$ cat src/rtl/muldiv_sequencer_pkg.sv
// Shared encodings for the iterative multiply/divide unit: issue opcodes,
// sequencer states and HI/LO read-select values.
package muldiv_sequencer_pkg;

   typedef enum logic [1:0] {
      OP_MULTU = 2'b00,
      OP_DIVU  = 2'b01,
      OP_MTHI  = 2'b10,
      OP_MTLO  = 2'b11
   } op_t;

   typedef enum logic [1:0] {
      IDLE = 2'b00,
      MUL  = 2'b01,
      DIV  = 2'b10
   } state_t;

   localparam logic RD_LO = 1'b0;
   localparam logic RD_HI = 1'b1;

endpackage

$ cat src/rtl/muldiv_sequencer_if.sv
// Control-unit <-> multiply/divide unit connection.
//
// Handshake: an instruction is presented by holding start (with op, a, b)
// high. It is accepted on the first rising edge where the unit is idle
// (busy == 0); while busy, stall is raised and the control unit must keep
// start, op, a and b stable. A HI/LO read (rd_req) is valid only in a cycle
// where stall is low; rd_data is combinational from the selected register.
interface muldiv_sequencer_if #(
   parameter int WIDTH = 32
);
   import muldiv_sequencer_pkg::*;

   logic             start;
   logic [1:0]       op;
   logic [WIDTH-1:0] a;
   logic [WIDTH-1:0] b;
   logic             rd_req;
   logic             rd_sel;
   logic [WIDTH-1:0] rd_data;
   logic             busy;
   logic             stall;
   logic             done;
   logic             div_zero;
   state_t           dbg_state;

   modport master (
      output start, op, a, b, rd_req, rd_sel,
      input  rd_data, busy, stall, done, div_zero, dbg_state
   );

   modport slave (
      input  start, op, a, b, rd_req, rd_sel,
      output rd_data, busy, stall, done, div_zero, dbg_state
   );

endinterface

$ cat src/rtl/muldiv_sequencer_step.sv
// One iteration of the sequencer, purely combinational.
// Multiply (shift-add): the accumulator upper half collects partial sums and
// shifts right; product bits fall into the lower half. After WIDTH steps the
// accumulator holds the full 2*WIDTH product.
// Divide (restoring): upper half is the running remainder, lower half the
// quotient built LSB-last; in_bit supplies the next dividend bit, MSB first.
module muldiv_step #(
   parameter int WIDTH = 32
) (
   input  logic                 is_div,
   input  logic [2*WIDTH-1:0]   acc,
   input  logic [WIDTH-1:0]     operand,   // multiplicand or divisor
   input  logic                 in_bit,    // multiplier bit or dividend bit
   output logic [2*WIDTH-1:0]   acc_next
);

   logic [WIDTH:0]   sum;
   logic [WIDTH:0]   shifted;
   logic [WIDTH-1:0] diff;

   // Single add-shift or subtract-restore step selected by mode
   always_comb begin
      sum      = '0;
      shifted  = '0;
      diff     = '0;
      acc_next = acc;
      if (!is_div) begin
         sum      = {1'b0, acc[2*WIDTH-1:WIDTH]} + (in_bit ? {1'b0, operand} : '0);
         acc_next = {sum, acc[WIDTH-1:1]};
      end else begin
         shifted = {acc[2*WIDTH-1:WIDTH], in_bit};
         // When the subtraction is taken the result is below the divisor,
         // so the low WIDTH bits of the difference are exact.
         diff    = shifted[WIDTH-1:0] - operand;
         if (shifted >= {1'b0, operand}) begin
            acc_next = {diff, acc[WIDTH-2:0], 1'b1};
         end else begin
            acc_next = {shifted[WIDTH-1:0], acc[WIDTH-2:0], 1'b0};
         end
      end
   end

endmodule

$ cat src/rtl/muldiv_sequencer.sv
// Iterative MULTU/DIVU unit owning the architectural HI/LO registers.
// One operation in flight; results commit WIDTH edges after acceptance
// (one edge for a divide by zero). Stalls consumers and new issues while busy.
module muldiv_sequencer
   import muldiv_sequencer_pkg::*;
#(
   parameter int WIDTH = 32
) (
   input  logic              clk,
   input  logic              reset,
   muldiv_sequencer_if.slave bus
);

   localparam int CW = (WIDTH > 1) ? $clog2(WIDTH) : 1;
   localparam logic [CW-1:0] LAST = CW'(WIDTH - 1);

   state_t             state;
   state_t             state_next;
   logic [CW-1:0]      counter;
   logic [CW-1:0]      div_idx;
   logic [WIDTH-1:0]   opa;
   logic [WIDTH-1:0]   opb;
   logic [2*WIDTH-1:0] acc;
   logic [2*WIDTH-1:0] step_acc;
   logic [WIDTH-1:0]   hi;
   logic [WIDTH-1:0]   lo;
   logic               done_q;
   logic               div_zero_q;
   logic               dz_pending;
   logic               is_div;
   logic               step_bit;
   logic               last_iter;

   assign is_div    = (state == DIV);
   assign last_iter = (counter == LAST);
   // Dividend bits are consumed MSB first
   assign div_idx   = LAST - counter;
   assign step_bit  = is_div ? opa[div_idx] : opb[counter];

   muldiv_step #(.WIDTH(WIDTH)) u_step (
      .is_div   (is_div),
      .acc      (acc),
      .operand  (is_div ? opb : opa),
      .in_bit   (step_bit),
      .acc_next (step_acc)
   );

   // State register
   always_ff @(posedge clk) begin
      if (reset) begin
         state <= IDLE;
      end else begin
         state <= state_next;
      end
   end

   // Next-state: accept MULTU/DIVU in IDLE, leave after the last iteration
   always_comb begin
      state_next = state;
      case (state)
         IDLE: begin
            if (bus.start) begin
               if (bus.op == OP_MULTU) state_next = MUL;
               else if (bus.op == OP_DIVU) state_next = DIV;
            end
         end
         MUL: begin
            if (last_iter) state_next = IDLE;
         end
         DIV: begin
            if (dz_pending || last_iter) state_next = IDLE;
         end
         default: state_next = IDLE;
      endcase
   end

   // Outputs: busy while sequencing, stall held-back issues and HI/LO reads
   always_comb begin
      bus.busy      = (state != IDLE);
      bus.stall     = (state != IDLE) & (bus.start | bus.rd_req);
      bus.rd_data   = (bus.rd_sel == RD_HI) ? hi : lo;
      bus.done      = done_q;
      bus.div_zero  = div_zero_q;
      bus.dbg_state = state;
   end

   // Datapath: operand latch, iteration, HI/LO commit and flags
   always_ff @(posedge clk) begin
      if (reset) begin
         counter    <= '0;
         opa        <= '0;
         opb        <= '0;
         acc        <= '0;
         hi         <= '0;
         lo         <= '0;
         done_q     <= 1'b0;
         div_zero_q <= 1'b0;
         dz_pending <= 1'b0;
      end else begin
         done_q <= 1'b0;
         case (state)
            IDLE: begin
               if (bus.start) begin
                  case (bus.op)
                     OP_MULTU: begin
                        opa     <= bus.a;
                        opb     <= bus.b;
                        acc     <= '0;
                        counter <= '0;
                     end
                     OP_DIVU: begin
                        opa        <= bus.a;
                        opb        <= bus.b;
                        acc        <= '0;
                        counter    <= '0;
                        dz_pending <= (bus.b == '0);
                        div_zero_q <= (bus.b == '0);
                     end
                     OP_MTHI: hi <= bus.a;
                     OP_MTLO: lo <= bus.a;
                     default: ;
                  endcase
               end
            end
            MUL, DIV: begin
               if (is_div && dz_pending) begin
                  // Divide by zero: no iterations, fixed result
                  lo         <= '1;
                  hi         <= opa;
                  done_q     <= 1'b1;
                  dz_pending <= 1'b0;
               end else begin
                  acc     <= step_acc;
                  counter <= counter + 1'b1;
                  if (last_iter) begin
                     hi      <= step_acc[2*WIDTH-1:WIDTH];
                     lo      <= step_acc[WIDTH-1:0];
                     done_q  <= 1'b1;
                     counter <= '0;
                  end
               end
            end
            default: ;
         endcase
      end
   end

endmodule

$ cat src/flat_wrapper.sv
// flat-port wrapper written by rule: the top's interface ports become plain ports
module muldiv_sequencer_flat import muldiv_sequencer_pkg::*;
#(
   parameter int WIDTH = 32
)
  (clk, reset, bus_start, bus_op, bus_a, bus_b, bus_rd_req, bus_rd_sel, bus_rd_data, bus_busy, bus_stall, bus_done, bus_div_zero, bus_dbg_state);
  muldiv_sequencer_if #(.WIDTH(WIDTH)) bus_i ();
  input  logic clk;
  input  logic reset;
  input wire logic [$bits(bus_i.start)-1:0] bus_start;
  input wire logic [$bits(bus_i.op)-1:0] bus_op;
  input wire logic [$bits(bus_i.a)-1:0] bus_a;
  input wire logic [$bits(bus_i.b)-1:0] bus_b;
  input wire logic [$bits(bus_i.rd_req)-1:0] bus_rd_req;
  input wire logic [$bits(bus_i.rd_sel)-1:0] bus_rd_sel;
  output wire logic [$bits(bus_i.rd_data)-1:0] bus_rd_data;
  output wire logic [$bits(bus_i.busy)-1:0] bus_busy;
  output wire logic [$bits(bus_i.stall)-1:0] bus_stall;
  output wire logic [$bits(bus_i.done)-1:0] bus_done;
  output wire logic [$bits(bus_i.div_zero)-1:0] bus_div_zero;
  output wire logic [$bits(bus_i.dbg_state)-1:0] bus_dbg_state;
  assign bus_i.start = bus_start;
  assign bus_i.op = bus_op;
  assign bus_i.a = bus_a;
  assign bus_i.b = bus_b;
  assign bus_i.rd_req = bus_rd_req;
  assign bus_i.rd_sel = bus_rd_sel;
  assign bus_rd_data = bus_i.rd_data;
  assign bus_busy = bus_i.busy;
  assign bus_stall = bus_i.stall;
  assign bus_done = bus_i.done;
  assign bus_div_zero = bus_i.div_zero;
  assign bus_dbg_state = bus_i.dbg_state;
  muldiv_sequencer #(.WIDTH(WIDTH)) u_core (.clk(clk), .reset(reset), .bus(bus_i));
endmodule
$ cat config.mk
export PLATFORM = sky130hd
export DESIGN_NAME = muldiv_sequencer_flat
export DESIGN_NICKNAME = d
export VERILOG_FILES = /design/src/rtl/muldiv_sequencer_pkg.sv /design/src/rtl/muldiv_sequencer_if.sv /design/src/rtl/muldiv_sequencer_step.sv /design/src/rtl/muldiv_sequencer.sv /design/src/flat_wrapper.sv
export SDC_FILE = /design/constraint.sdc
export NUM_CORES = 1
export LEC_CHECK = 0
export CAP_MARGIN = 20
export CORE_MARGIN = 2
export CORE_UTILIZATION = 35
export DETAILED_ROUTE_END_ITERATION = 8
export GPL_ROUTABILITY_DRIVEN = 0
export PLACE_DENSITY = 0.55
export RECOVER_POWER = 100
export SLEW_MARGIN = 40
export SYNTH_ARGS = -nofsm -noshare
export SYNTH_HDL_FRONTEND = slang
export SYNTH_HIERARCHICAL = 1
export SYNTH_SLANG_ARGS = --single-unit
$ cat constraint.sdc
create_clock -name clk -period 7.32 [get_ports clk]
set_input_delay 1.464 -clock clk [delete_from_list [all_inputs] [get_ports clk]]
set_output_delay 1.464 -clock clk [all_outputs]
set_load 0.03 [all_outputs]
==> out/summary.txt <==
Layout Cells excl Fill = 2394
Residual DRC = 0
Register area = 4040 um^2
GR Util All Layers = 22.1%
Worst path cell trace = inv_1, ha_4, clkbuf_1, mux2_2, inv_1, ha_1, nand3_2, or3_4, a2111oi_0, nor2_2, nor4_1, o31a_4, mux2i_1, o21ai_0, nand2_1, a311o_1, a21oi_1
Fill count = 4068
Cts hold-fix bufs = 0
H-tree lvl count = 1
Routed WL per cell = 19.6 um
Yosys cell types = 73
Post-DP Area = 15400 um^2
Synthesized instance count = 1827
Final min period = 6.51 ns
Status = complete, but fails checks
Crit path capture type = flip-flop
Multi-input gate area = 9110 um^2
M1 wire length = 22500 um
Worst hold-check path type = flip-flop to flip-flop
Gates resized, CTS repair = 0
Max-cap violations = 6
Cts bufs inserted = 23
Met2 routed WL = 20300 um
Tcrit/Tclk final = 88.9%
Post-Route WL = 47000 um
Req. time, crit path = 7.77 ns
GR Overflow Total = 0
Initial antenna violation count = 0
Worst VDD drop = 0.000148 V
Post-synthesis async set-or-reset flop share = 0%
Clock Path Buffers = 3
Top cell type by total area after synthesis = dfxtp_1
Die area = 41400 um^2
Routed Antenna Nets = 0
IO buf count = 108
Routed wl met3 = 2910 um
First-pass GRT wire length = 73500 um
P_leak = 6.13 nW
CP Class = flip-flop to flip-flop
Clk Latency, worst-skew pair = 0.53 ns
Fmax = 154 MHz
Die Wd = 203 um
Syn nets = 1970
Initial DRC Count = 1355
Post-Syn Area = 13900 um^2
Yosys top cell area share = 29.0%
Layout Utilization = 40.9%
Sink Count = 202
Avg Synthesized Cell Area = 7.62 um^2
Largest net degree at the start of global routing = 93
Worst slack at placement = 1.16 ns
P&R area growth vs syn = 15.9%
Layout cells sized above 1 = 7.87%
# nets final = 1996
Largest fanout on the critical path = 49
Dpl cells = 2353
Post-synth EDFFs = 0
Total number of vias = 13700
Yosys warns = 6
Design Area, Final = 16100 um^2
Delay-heaviest family, CP = compound AO/OA/AOI/OAI gates
Worst Path Arrival = 6.95 ns
CTS tree = built
Most used cell, CP = inv_1
HPWL Detailed = 34300 um
# rows = 73
Post-CTS Setup Inserts = 0
Worst setup SP type = flip-flop
Seq/Total Area, Yosys = 29.0%
I/O Pins = 109
Crit path max-delay cell type = a2111oi_0
Setup tns final = 0 ns
Core footprint = 39500 um^2
Max Used Layer = met4
Main flop type after synthesis = dfxtp_1
Vias in the first global route = 12900
CP peak stage delay = 0.93 ns
Pre-Repair DR Iteration Count = 6
Layout Skew = 0.0176 ns
Rel. slew slack = -121%
Clock Pin Slew Worst Setup and Hold Paths = 0.06 ns
Hold Vio Cnt, Final = 0
Max Slew Vio Count = 242
Failing checks = max-capacitance violations, max-slew violations
Synth Register Bits = 202
Number of vias per cell = 5.71
N_diodes = 0
Worst path bufs/invs = 3
Starting Density = 35.3%
Total power = 3.10 mW
Largest cells by area after synthesis = dfxtp_1, nand2_1, a21oi_1
Hold slack = 0.445 ns
Tightest Pin Transition = 3.32 ns
Final Setup Violations = 0
RSZ-0062 raised after global routing = no
CTS Root Cell = clkbuf_16
Final setup margin = 0.815 ns
Cell Pwr Density = 192 nW/um^2
Die extent in y = 203 um
==> layer usage <==
layer	track usage [%]	vias up
li1	-	6578
met3	2.36	70
met1	32.9	6562
met5	0	-
met4	7.06	0
met2	33.2	462
==> worst register-to-register path, stage by stage (launching register included) <==
cell,delay [ns]
dfxtp_1,0.34
inv_1,0.16
ha_4,0.62
clkbuf_1,0.77
mux2_2,0.41
inv_1,0.09
ha_1,0.24
nand3_2,0.15
or3_4,0.39
a2111oi_0,0.93
nor2_2,0.04
nor4_1,0.28
o31a_4,0.51
mux2i_1,0.17
o21ai_0,0.63
nand2_1,0.17
a311o_1,0.40
a21oi_1,0.12
==> logic make-up after synthesis <==
| logic type | count (synthesis) | share of synthesized area (%) |
|---|---|---|
| muxes | 135 | 11.9 |
| xor gates and xnor gates | 48 | 3.02 |
| DFF | 202 | 29.0 |
| adders and majority gates | 72 | 6.58 |
| and+or+nand+nor | 670 | 20.8 |
| AOI/OAI and AO/OA | 512 | 23.1 |
| buffers and inverters | 188 | 5.53 |
==> Yosys cell counts (all sizes together), types with 11 or more instances <==
cell	n
mux4	15
and3	12
inv	56
o221ai	33
nor2b	11
nor2	118
dfxtp	202
or3	12
mux2i	23
a211oi	14
buf	25
ha	70
nor4	14
a21oi	268
a31oi	17
nor3	13
nand3	77
clkbuf	107
nand4	11
xnor2	26
xor2	22
mux2	97
nand2	375
a21o	32
a311o	33
o21ai	53
==> final timing paths <==
path	from	end	slack (ns)	cells past startpoint
hold reg to reg	u_core/lo[29]$_SDFFE_PP0P_	u_core/lo[29]$_SDFFE_PP0P_	0.44	2
hold / removal	u_core/lo[29]$_SDFFE_PP0P_	u_core/lo[29]$_SDFFE_PP0P_	0.44	2
setup reg to reg	u_core/bus.dbg_state[0]$_SDFFE_PP0P_	u_core/hi[8]$_SDFFE_PP0P_	0.81	17
setup / recovery	u_core/bus.dbg_state[0]$_SDFFE_PP0P_	u_core/hi[8]$_SDFFE_PP0P_	0.81	17
==> power breakdown <==
group / total, mW / leakage (nW) / switching [mW] / internal [mW]
Clock: 1.29 / 0.403 / 0.481 / 0.811
Combinational: 0.641 / 4.09 / 0.407 / 0.233
Sequential: 1.17 / 1.64 / 0.0344 / 1.14
Total: 3.10 / 6.13 / 0.923 / 2.18
==> cell usage in the layout (no fill, tap or decap), drive strengths merged, types with 17 or more instances in the layout <==
cell,netlist,layout
o21ai,53,53
inv,56,57
o221ai,33,33
mux2i,23,23
mux2,97,97
a21oi,268,268
a311o,33,33
dlygate4sd3,0,37
ha,70,70
buf,25,18
clkdlybuf4s50,0,70
nor2,118,118
xor2,22,22
a21o,32,32
clkbuf,107,40
nand2,375,375
xnor2,26,26
dfxtp,202,202
a31oi,17,17
nand3,77,77
==> cell type report <==
class	instances	area share [%]
clock buffer	32	3.90
clock inverter	9	1.23
inverter	56	1.32
multi-input combinational	1437	56.5
sequential	202	25.1
tap	525	4.07
timing repair buffer	133	7.93
==> sequential cells by signal, indices dropped and copies added (netlist names) <==
signal / cells
u_core/bus.done: 1
u_core/bus.dbg_state: 2
u_core/dz_pending: 1
u_core/bus.div_zero: 1
u_core/counter: 5
u_core/hi: 32
u_core/opb: 32
u_core/lo: 32
u_core/opa: 32
u_core/acc: 64
Power figures use the tool's default switching activity.
